**config.mk**
```make
export PLATFORM = sky130hd
export DESIGN_NAME = toy_bus_arb_node_ack_rr
export DESIGN_NICKNAME = d
export VERILOG_FILES = /design/src/rtl/toy_bus_ack_pkg.sv /design/src/rtl/toy_bus_ack_buf2.sv /design/src/rtl/toy_bus_arb_node_ack_rr.sv
export SDC_FILE = /design/constraint.sdc
export NUM_CORES = 1
export LEC_CHECK = 0
export BUFFER_PORTS_ARGS = -buffer_cell sky130_fd_sc_hd__buf_2
export CAP_MARGIN = 20
export CORE_AREA = 5 5 349 351
export CTS_BUF_LIST = sky130_fd_sc_hd__clkbuf_8
export DETAILED_ROUTE_END_ITERATION = 8
export DIE_AREA = 0 0 354 356
export MAX_ROUTING_LAYER = met4
export PLACE_DENSITY = 0.42
export SLEW_MARGIN = 15
export SYNTH_ARGS = -nofsm -noshare
export SYNTH_HDL_FRONTEND = slang
export SYNTH_HIERARCHICAL = 1
export SYNTH_SLANG_ARGS = --single-unit
```
**constraint.sdc**
```tcl
create_clock -name clk -period 16.2 [get_ports clk]
set_clock_uncertainty 0.15 [all_clocks]
set_input_delay 3.24 -clock clk [delete_from_list [all_inputs] [get_ports clk]]
set_output_delay 3.24 -clock clk [all_outputs]
set_load 0.05 [all_outputs]
```
**src/rtl/toy_bus_ack_pkg.sv**
```systemverilog
// Shared ToyBusAck definitions used by the ack-path decoder and arbiter nodes.
package toy_bus_ack_pkg;

  localparam int ACK_OP_W   = 1;
  localparam int ACK_DATA_W = 256;
  localparam int ACK_SB_W   = 32;
  localparam int ACK_ID_W   = 4;

  // One ack packet as carried through node buffers (opcode is the MSB end).
  typedef struct packed {
    logic [ACK_OP_W-1:0]   opcode;
    logic [ACK_DATA_W-1:0] data;
    logic [ACK_SB_W-1:0]   sideband;
    logic [ACK_ID_W-1:0]   src_id;
    logic [ACK_ID_W-1:0]   tgt_id;
  } ack_t;

  // Flattened payload width for a given set of field widths.
  function automatic int ack_w(input int dw, input int sw, input int iw);
    return ACK_OP_W + dw + sw + 2 * iw;
  endfunction

endpackage

```
**src/rtl/toy_bus_ack_buf2.sv**
```systemverilog
// Two-entry registered valid/ready FIFO carrying a flattened ack payload.
// The head is driven straight from storage, so nothing downstream reaches
// the push side combinationally.
module toy_bus_ack_buf2
  import toy_bus_ack_pkg::*;
#(
  parameter int W = 1
) (
  input  logic         clk,
  input  logic         rst_n,
  input  logic         push_i,
  input  logic [W-1:0] push_data_i,
  output logic         full_o,
  input  logic         pop_i,
  output logic         empty_o,
  output logic [W-1:0] head_o
);

  logic [W-1:0] mem_q [2];
  logic         wr_ptr_q, wr_ptr_d;
  logic         rd_ptr_q, rd_ptr_d;
  logic [1:0]   count_q, count_d;
  logic         push_ok;
  logic         pop_ok;

  assign full_o  = (count_q == 2'd2);
  assign empty_o = (count_q == 2'd0);
  assign push_ok = push_i && !full_o;
  assign pop_ok  = pop_i && !empty_o;
  assign head_o  = mem_q[rd_ptr_q];

  // Next-state for pointers and occupancy; 1-bit pointers wrap naturally.
  always_comb begin
    wr_ptr_d = wr_ptr_q;
    rd_ptr_d = rd_ptr_q;
    count_d  = count_q;
    if (push_ok) wr_ptr_d = ~wr_ptr_q;
    if (pop_ok)  rd_ptr_d = ~rd_ptr_q;
    case ({push_ok, pop_ok})
      2'b10:   count_d = count_q + 2'd1;
      2'b01:   count_d = count_q - 2'd1;
      default: count_d = count_q;
    endcase
  end

  // Pointer and occupancy registers.
  always_ff @(posedge clk) begin
    if (!rst_n) begin
      wr_ptr_q <= 1'b0;
      rd_ptr_q <= 1'b0;
      count_q  <= 2'd0;
    end else begin
      wr_ptr_q <= wr_ptr_d;
      rd_ptr_q <= rd_ptr_d;
      count_q  <= count_d;
    end
  end

  genvar gi;
  generate
    for (gi = 0; gi < 2; gi++) begin : g_entry
      // Entry storage: cleared on reset so the head reads zero when idle.
      always_ff @(posedge clk) begin
        if (!rst_n) begin
          mem_q[gi] <= '0;
        end else if (push_ok && (wr_ptr_q == 1'(gi))) begin
          mem_q[gi] <= push_data_i;
        end
      end
    end
  endgenerate

endmodule

```
**src/rtl/toy_bus_arb_node_ack_rr.sv**
```systemverilog
// Round-robin merge of two ack streams into one buffered output channel.
// Holds only the grant decision and the round-robin pointer; buffering is
// delegated to toy_bus_ack_buf2.
module toy_bus_arb_node_ack_rr
  import toy_bus_ack_pkg::*;
#(
  parameter int DATA_W = ACK_DATA_W,
  parameter int SB_W   = ACK_SB_W,
  parameter int ID_W   = ACK_ID_W
) (
  input  logic              clk,
  input  logic              rst_n,
  input  logic              in0_vld,
  output logic              in0_rdy,
  input  logic              in0_opcode,
  input  logic [DATA_W-1:0] in0_data,
  input  logic [SB_W-1:0]   in0_sideband,
  input  logic [ID_W-1:0]   in0_src_id,
  input  logic [ID_W-1:0]   in0_tgt_id,
  input  logic              in1_vld,
  output logic              in1_rdy,
  input  logic              in1_opcode,
  input  logic [DATA_W-1:0] in1_data,
  input  logic [SB_W-1:0]   in1_sideband,
  input  logic [ID_W-1:0]   in1_src_id,
  input  logic [ID_W-1:0]   in1_tgt_id,
  output logic              out_vld,
  input  logic              out_rdy,
  output logic              out_opcode,
  output logic [DATA_W-1:0] out_data,
  output logic [SB_W-1:0]   out_sideband,
  output logic [ID_W-1:0]   out_src_id,
  output logic [ID_W-1:0]   out_tgt_id
);

  localparam int PAY_W = ack_w(DATA_W, SB_W, ID_W);

  logic             rr_q, rr_d;
  logic             gnt_vld;
  logic             gnt_sel;
  logic             full;
  logic             empty;
  logic             push;
  logic [PAY_W-1:0] in0_pay, in1_pay, push_pay, head;

  assign in0_pay = {in0_opcode, in0_data, in0_sideband, in0_src_id, in0_tgt_id};
  assign in1_pay = {in1_opcode, in1_data, in1_sideband, in1_src_id, in1_tgt_id};

  // Grant: a lone valid input wins outright; on contention rr_q decides.
  always_comb begin
    gnt_vld = in0_vld || in1_vld;
    gnt_sel = 1'b0;
    if (in0_vld && in1_vld) gnt_sel = rr_q;
    else if (in1_vld)       gnt_sel = 1'b1;
  end

  // Ready is withheld during reset so nothing is accepted while held low.
  assign in0_rdy  = rst_n && gnt_vld && !gnt_sel && !full;
  assign in1_rdy  = rst_n && gnt_vld &&  gnt_sel && !full;
  assign push     = (in0_vld && in0_rdy) || (in1_vld && in1_rdy);
  assign push_pay = gnt_sel ? in1_pay : in0_pay;

  // After a push from input X the other input is favoured next time.
  always_comb begin
    rr_d = rr_q;
    if (push) rr_d = ~gnt_sel;
  end

  // Round-robin pointer register; reset favours input 0.
  always_ff @(posedge clk) begin
    if (!rst_n) rr_q <= 1'b0;
    else        rr_q <= rr_d;
  end

  toy_bus_ack_buf2 #(
    .W(PAY_W)
  ) u_buf (
    .clk        (clk),
    .rst_n      (rst_n),
    .push_i     (push),
    .push_data_i(push_pay),
    .full_o     (full),
    .pop_i      (out_rdy),
    .empty_o    (empty),
    .head_o     (head)
  );

  assign out_vld = !empty;
  assign {out_opcode, out_data, out_sideband, out_src_id, out_tgt_id} = head;

endmodule

```
# --- Word level (Yosys, flattened, before mapping) ---
# Memories as Yosys holds them, arrays and structs flattened. A register that Yosys moved wholly into a read port is not among the register bits.
# Cells that the tools add are included.
totals:
  ff_bits: 5
  mem_bits_rw: 594
  inputBits: 599
  out_inout_bits: 300
  word_cells: 49
  mem_count: 1
mem_list:
  columns: ["name", "words", "width", "rd", "rd_ports_with_merged_regs", "wr", "line", "rtl"]
  rows:
  - ["u_buf.mem_q", 2, 297, 1, 1, 2, "toy_bus_ack_buf2.sv:19", "logic [W-1:0] mem_q [2];"]
classes:
  addsub: 2
  n_eq_ne: 3
  muxes: 15
  bitwise_logic: 5
  reduce_logical: 19
op_table:
  columns: ["op", "count"]
  rows:
  - ["$mux W297", 3]
  - ["$logic_and A1 B1 Y1", 12]
  - ["$mux W1", 11]
  - ["$eq A2 B2 Y1 const B", 2]
  - ["$pmux W2 S2", 1]
  - ["$logic_not A1 Y1", 3]
  - ["$not A1 Y1", 3]
  - ["$add A2 B1 Y2 const B", 1]
  - ["$eq A2 B1 Y1 const B", 1]
  - ["$logic_not A2 Y1", 1]
  - ["$logic_or A1 B1 Y1", 2]
  - ["$or A1 B1 Y1", 2]
  - ["$reduce_bool A2 Y1", 1]
  - ["$sub A2 B1 Y2 const B", 1]

# --- Longest topological paths before layout ---
logic_depth:
  word_depth: 13
  mapped_depth: 10
  mapped_depth_nobuf: 9

# --- Hierarchy ---
# Netlist, hierarchy kept.
by_module_without_submodules:
  columns: ["mod", "n_inst", "cells_per_inst", "area_each_um2", "seq_area_each_um2"]
  rows:
  - ["toy_bus_ack_buf2", 1, 1942, 25639.6, 17937.2]
  - ["toy_bus_arb_node_ack_rr", 1, 342, 4713.3, 20.0]

# --- Worst setup path after synthesis ---
# No wires, ideal clock.
synth_path:
  path_type: "in2reg"
  startpoint: "in rst_n"
  endpoint: "mem u_buf/mem_q[1][0] (netlist bit), enable pin"
  setup_ps: 2219
  arrival_ps: 8967
  required_time_ps: 13831
  path_slack_ps: 4864
  stages: 7
  path_buffers: 3
  path_cell_list: "nand2b_1 -> nor2_1 -> nand3_1 -> buf_2 -> buf_2 -> buf_1 -> nand2_1"
synth_lines:
  columns: ["item", "line", "rtl"]
  rows:
  - ["start: declaration", "toy_bus_arb_node_ack_rr.sv:12", "input logic rst_n,"]
  - ["end: declaration", "toy_bus_ack_buf2.sv:19", null]

# --- Worst setup path in the final report ---
layout_path:
  startpoint: "in rst_n"
  endpoint: "out in0_rdy"
layout_via:
  elab_chain_len: 3
layout_lines:
  columns: ["item", "line", "rtl"]
  rows:
  - ["$logic_and A1 B1 Y1 (3 in a row)", "toy_bus_arb_node_ack_rr.sv:58", "assign in0_rdy = rst_n && gnt_vld && !gnt_sel && !full;"]
  - ["end: declaration", "toy_bus_arb_node_ack_rr.sv:14", "output logic in0_rdy,"]
# Every way passes these cells.

==> reports/metrics.yaml <==
sta:
  setup_slack_ps: 7930
  rsz0062_at_grt: "false"
  setup_viol: 0
  relSlewSlack_pct: 22.9
  min_period_ps: 8270
  tightestPinTransition_ps: 1160
  setup-tns-final_ps: 0
  hold_viol_final: 0
  period_share_pct: 51.1
  timing.fmax_mhz: 121
  finalMaxSlewViolations: 0
global_routing:
  groute.usage.overall_pct: 15.0
  gr-total-overflow: 0
  grt_max_degree: 161
  antenna_found_initial: 12
  grt_pass1_wl_mm: 139
  grt_pass1_vias: 21394
worst_setup_path:
  cp_slowest_cell: "nor3b_1"
  r2r_start: "u_buf/count_q[0]$_SDFFE_PN0P_"
  r2r_cells: 8
  crit_required_ps: 12810
  path_buf_inv: 2
  crit_type: "input pin to output port"
  ff2ff_setup_slack_ps: 11060
  cp_max_fo: 78
  endpoint_kind: "output port"
  critPathLaunchType: "input pin"
  regToRegEndpoint: "u_buf/mem_q[1][211]$_SDFFCE_PN0P_"
  crit_arrival_ps: 4880
  crit_family: "simple AND/OR/NAND/NOR gates"
  crit_chain: "buf_8, nand2b_1, nor3b_1, buf_2"
  crit_cells: 4
  critical_path.max_stage_delay_ps: 580
synth:
  synthXorXnorAreaFrac_pct: 0.0866
  syn_avg_cell_area_um2: 13.3
  synth_compound_area_share_pct: 0.173
  synth_top_family_by_area: "multiplexers"
  synth_area_um2: 30400
  ys.flop_type: "edfxtp_1"
  yosysWarnings: 6
  synth_enable_flop_cells: 594
  synth.mux.area_fraction_pct: 24.5
  yosysSeqAreaShare_pct: 59.2
  synth_simple_gate_area_share_pct: 11.8
  netlist_instances: 2284
  synth-adder-area-share_pct: 0.0412
  yosysUniqueCellTypes: 30
  synthArstFlopShare_pct: 0
  syn_nets: 2884
  ys_ff_latch: 600
placed_design:
  place_congestion: 0.850
  io_buffers: 898
  pre_cts_ws_ps: 7840
  dp_hpwl_mm: 64.4
  place_area_um2: 35800
cts:
  cts.sinks: 600
  cts.repair.resized: 0
  cts_tree: "done"
  path_clk_slew_ps: 50
  clock_latency_ps: 710
  postCtsHoldBufs: 0
  root_buffer: "clkbuf_8"
  cts_max_level: 3
  post_cts_buffers: 0
  clockBufferDepth: 3
  numCtsBuffers: 112
pwr:
  irDropWorstVdd_uv: 83.7
  power.density_nw_per_um2: 155
  p_leak_nw: 16.3
floorplan:
  initial_core_util_pct: 25.6
  die_area_um2: 126000
  die_width_um: 354
  core_um2: 119000
  ios: 899
  die_y_um: 356
  rows: 127
finish:
  area_growth_pct: 24.7
  final_cell_area_um2: 37900
  final_common_cell: "buf_2"
  drive_gt1_share_pct: 51.7
  final_nets: 3758
  final_cell_mix: "buf_2 (897), edfxtp_1 (594), nor2_1 (579), mux2_2 (392), nand2_1 (299)"
worst_hold_path:
  hold_path.class: "register to register"
  hold_end: "u_buf/rd_ptr_q$_SDFFE_PN0P_"
  hp-start: "u_buf/rd_ptr_q$_SDFFE_PN0P_"
  holdPathStages: 2
detailed_routing:
  vias: 20611
  antenna_left: 0
  wirelength_mm: 97.2
  wl_per_cell_um: 20.2
  drt-initial-drc-count: 946
  drtPass1Iterations: 4
  drc: 0
  vias_per_cell: 4.29
outcome:
  status: "finished clean"
job:
  cap_violations: 0
==> metrics by stage <==
step | std cells | util [%] | hold slack, ps | power, mW
finish | 4805 | 31.9 | 395 | 5.89
global route | 4804 | 31.9 | 450 | 6.19
CTS | 4796 | 31.9 | 397 | 6.03
detailed placement | 4592 | 30.2 | 387 | 4.62
global placement | 4592 | 30.2 | 382 | 4.63
floorplan | 2284 | - | 316 | 4.02
==> flip-flops by register name, summed over array words and instances, names as in the netlist, named ones only <==
name,cells
u_buf/count_q,2
u_buf/mem_q,594
u_buf/wr_ptr_q,1
rr_q,1
u_buf/rd_ptr_q,1
==> cells by family after synthesis <==
| logic type | count (synthesis) |
|---|---|
| AND/OR/NAND/NOR | 909 |
| AO/OA/AOI/OAI | 7 |
| XOR/XNOR | 3 |
| buffers and inverters | 170 |
| multiplexers | 594 |
| flip-flops | 600 |
| adder cells (fa/ha/maj) | 1 |
==> where the power goes <==
part / total [mW] / leakage [nW] / internal [mW] / switching (mW)
logic: 2.46 / 8.83 / 0.683 / 1.77
registers: 2.08 / 6.32 / 2.01 / 0.0711
clock network: 1.35 / 1.18 / 0.688 / 0.665
==> worst reg2reg max path: stages, from the launching register on <==
cell and delay, ps:
dfxtp_1 410, nand2b_1 240, inv_2 90, nand2b_1 210, nor2_1 320, nand3_4 630
nand2_4 880, buf_12 580, buf_4 1190
==> cells in the mapped netlist (3+ instances only) <==
cell type,number,area share [%]
buf_6,25,0.93
mux2_2,392,15
buf_4,7,0.17
dfxtp_1,6,0.40
xnor2_1,3,0.087
nor2_1,579,7.2
edfxtp_1,594,59
buf_1,5,0.062
mux2_4,200,9.9
nand2_1,301,3.7
nor2_4,20,0.74
buf_2,38,0.63
buf_12,22,1.5
clkbuf_1,67,0.83
==> worst max path at each step <==
stage	startpoint	to
finish	rst_n	in0_rdy
CTS	rst_n	in0_rdy
floorplan	rst_n	u_buf/mem_q[1][0]$_SDFFCE_PN0P_
global placement	rst_n	in0_rdy
detailed placement	rst_n	in0_rdy
global route	rst_n	in0_rdy
==> layout make-up <==
cell class              instances  area [um2]
fillers                     12316       80800
clock inverters                89         438
inverters                       4        15.0
multi-input cells            1514       11200
flip-flops and latches        600       18000
repair buffers                926        4750
well taps                    1548        1940
clock buffers                 115        1580
diodes                          9        22.5
==> metal layers <==
metal  routed length, um  vias up  global-route usage [%]
li1                    -     9782                       -
met1               38700     9973                    17.1
met2               48100      702                    25.4
met3                7650      154                    4.44
met4                2710        0                    4.98
met5                   0        -                       -
(Power assumes the default switching activity.)
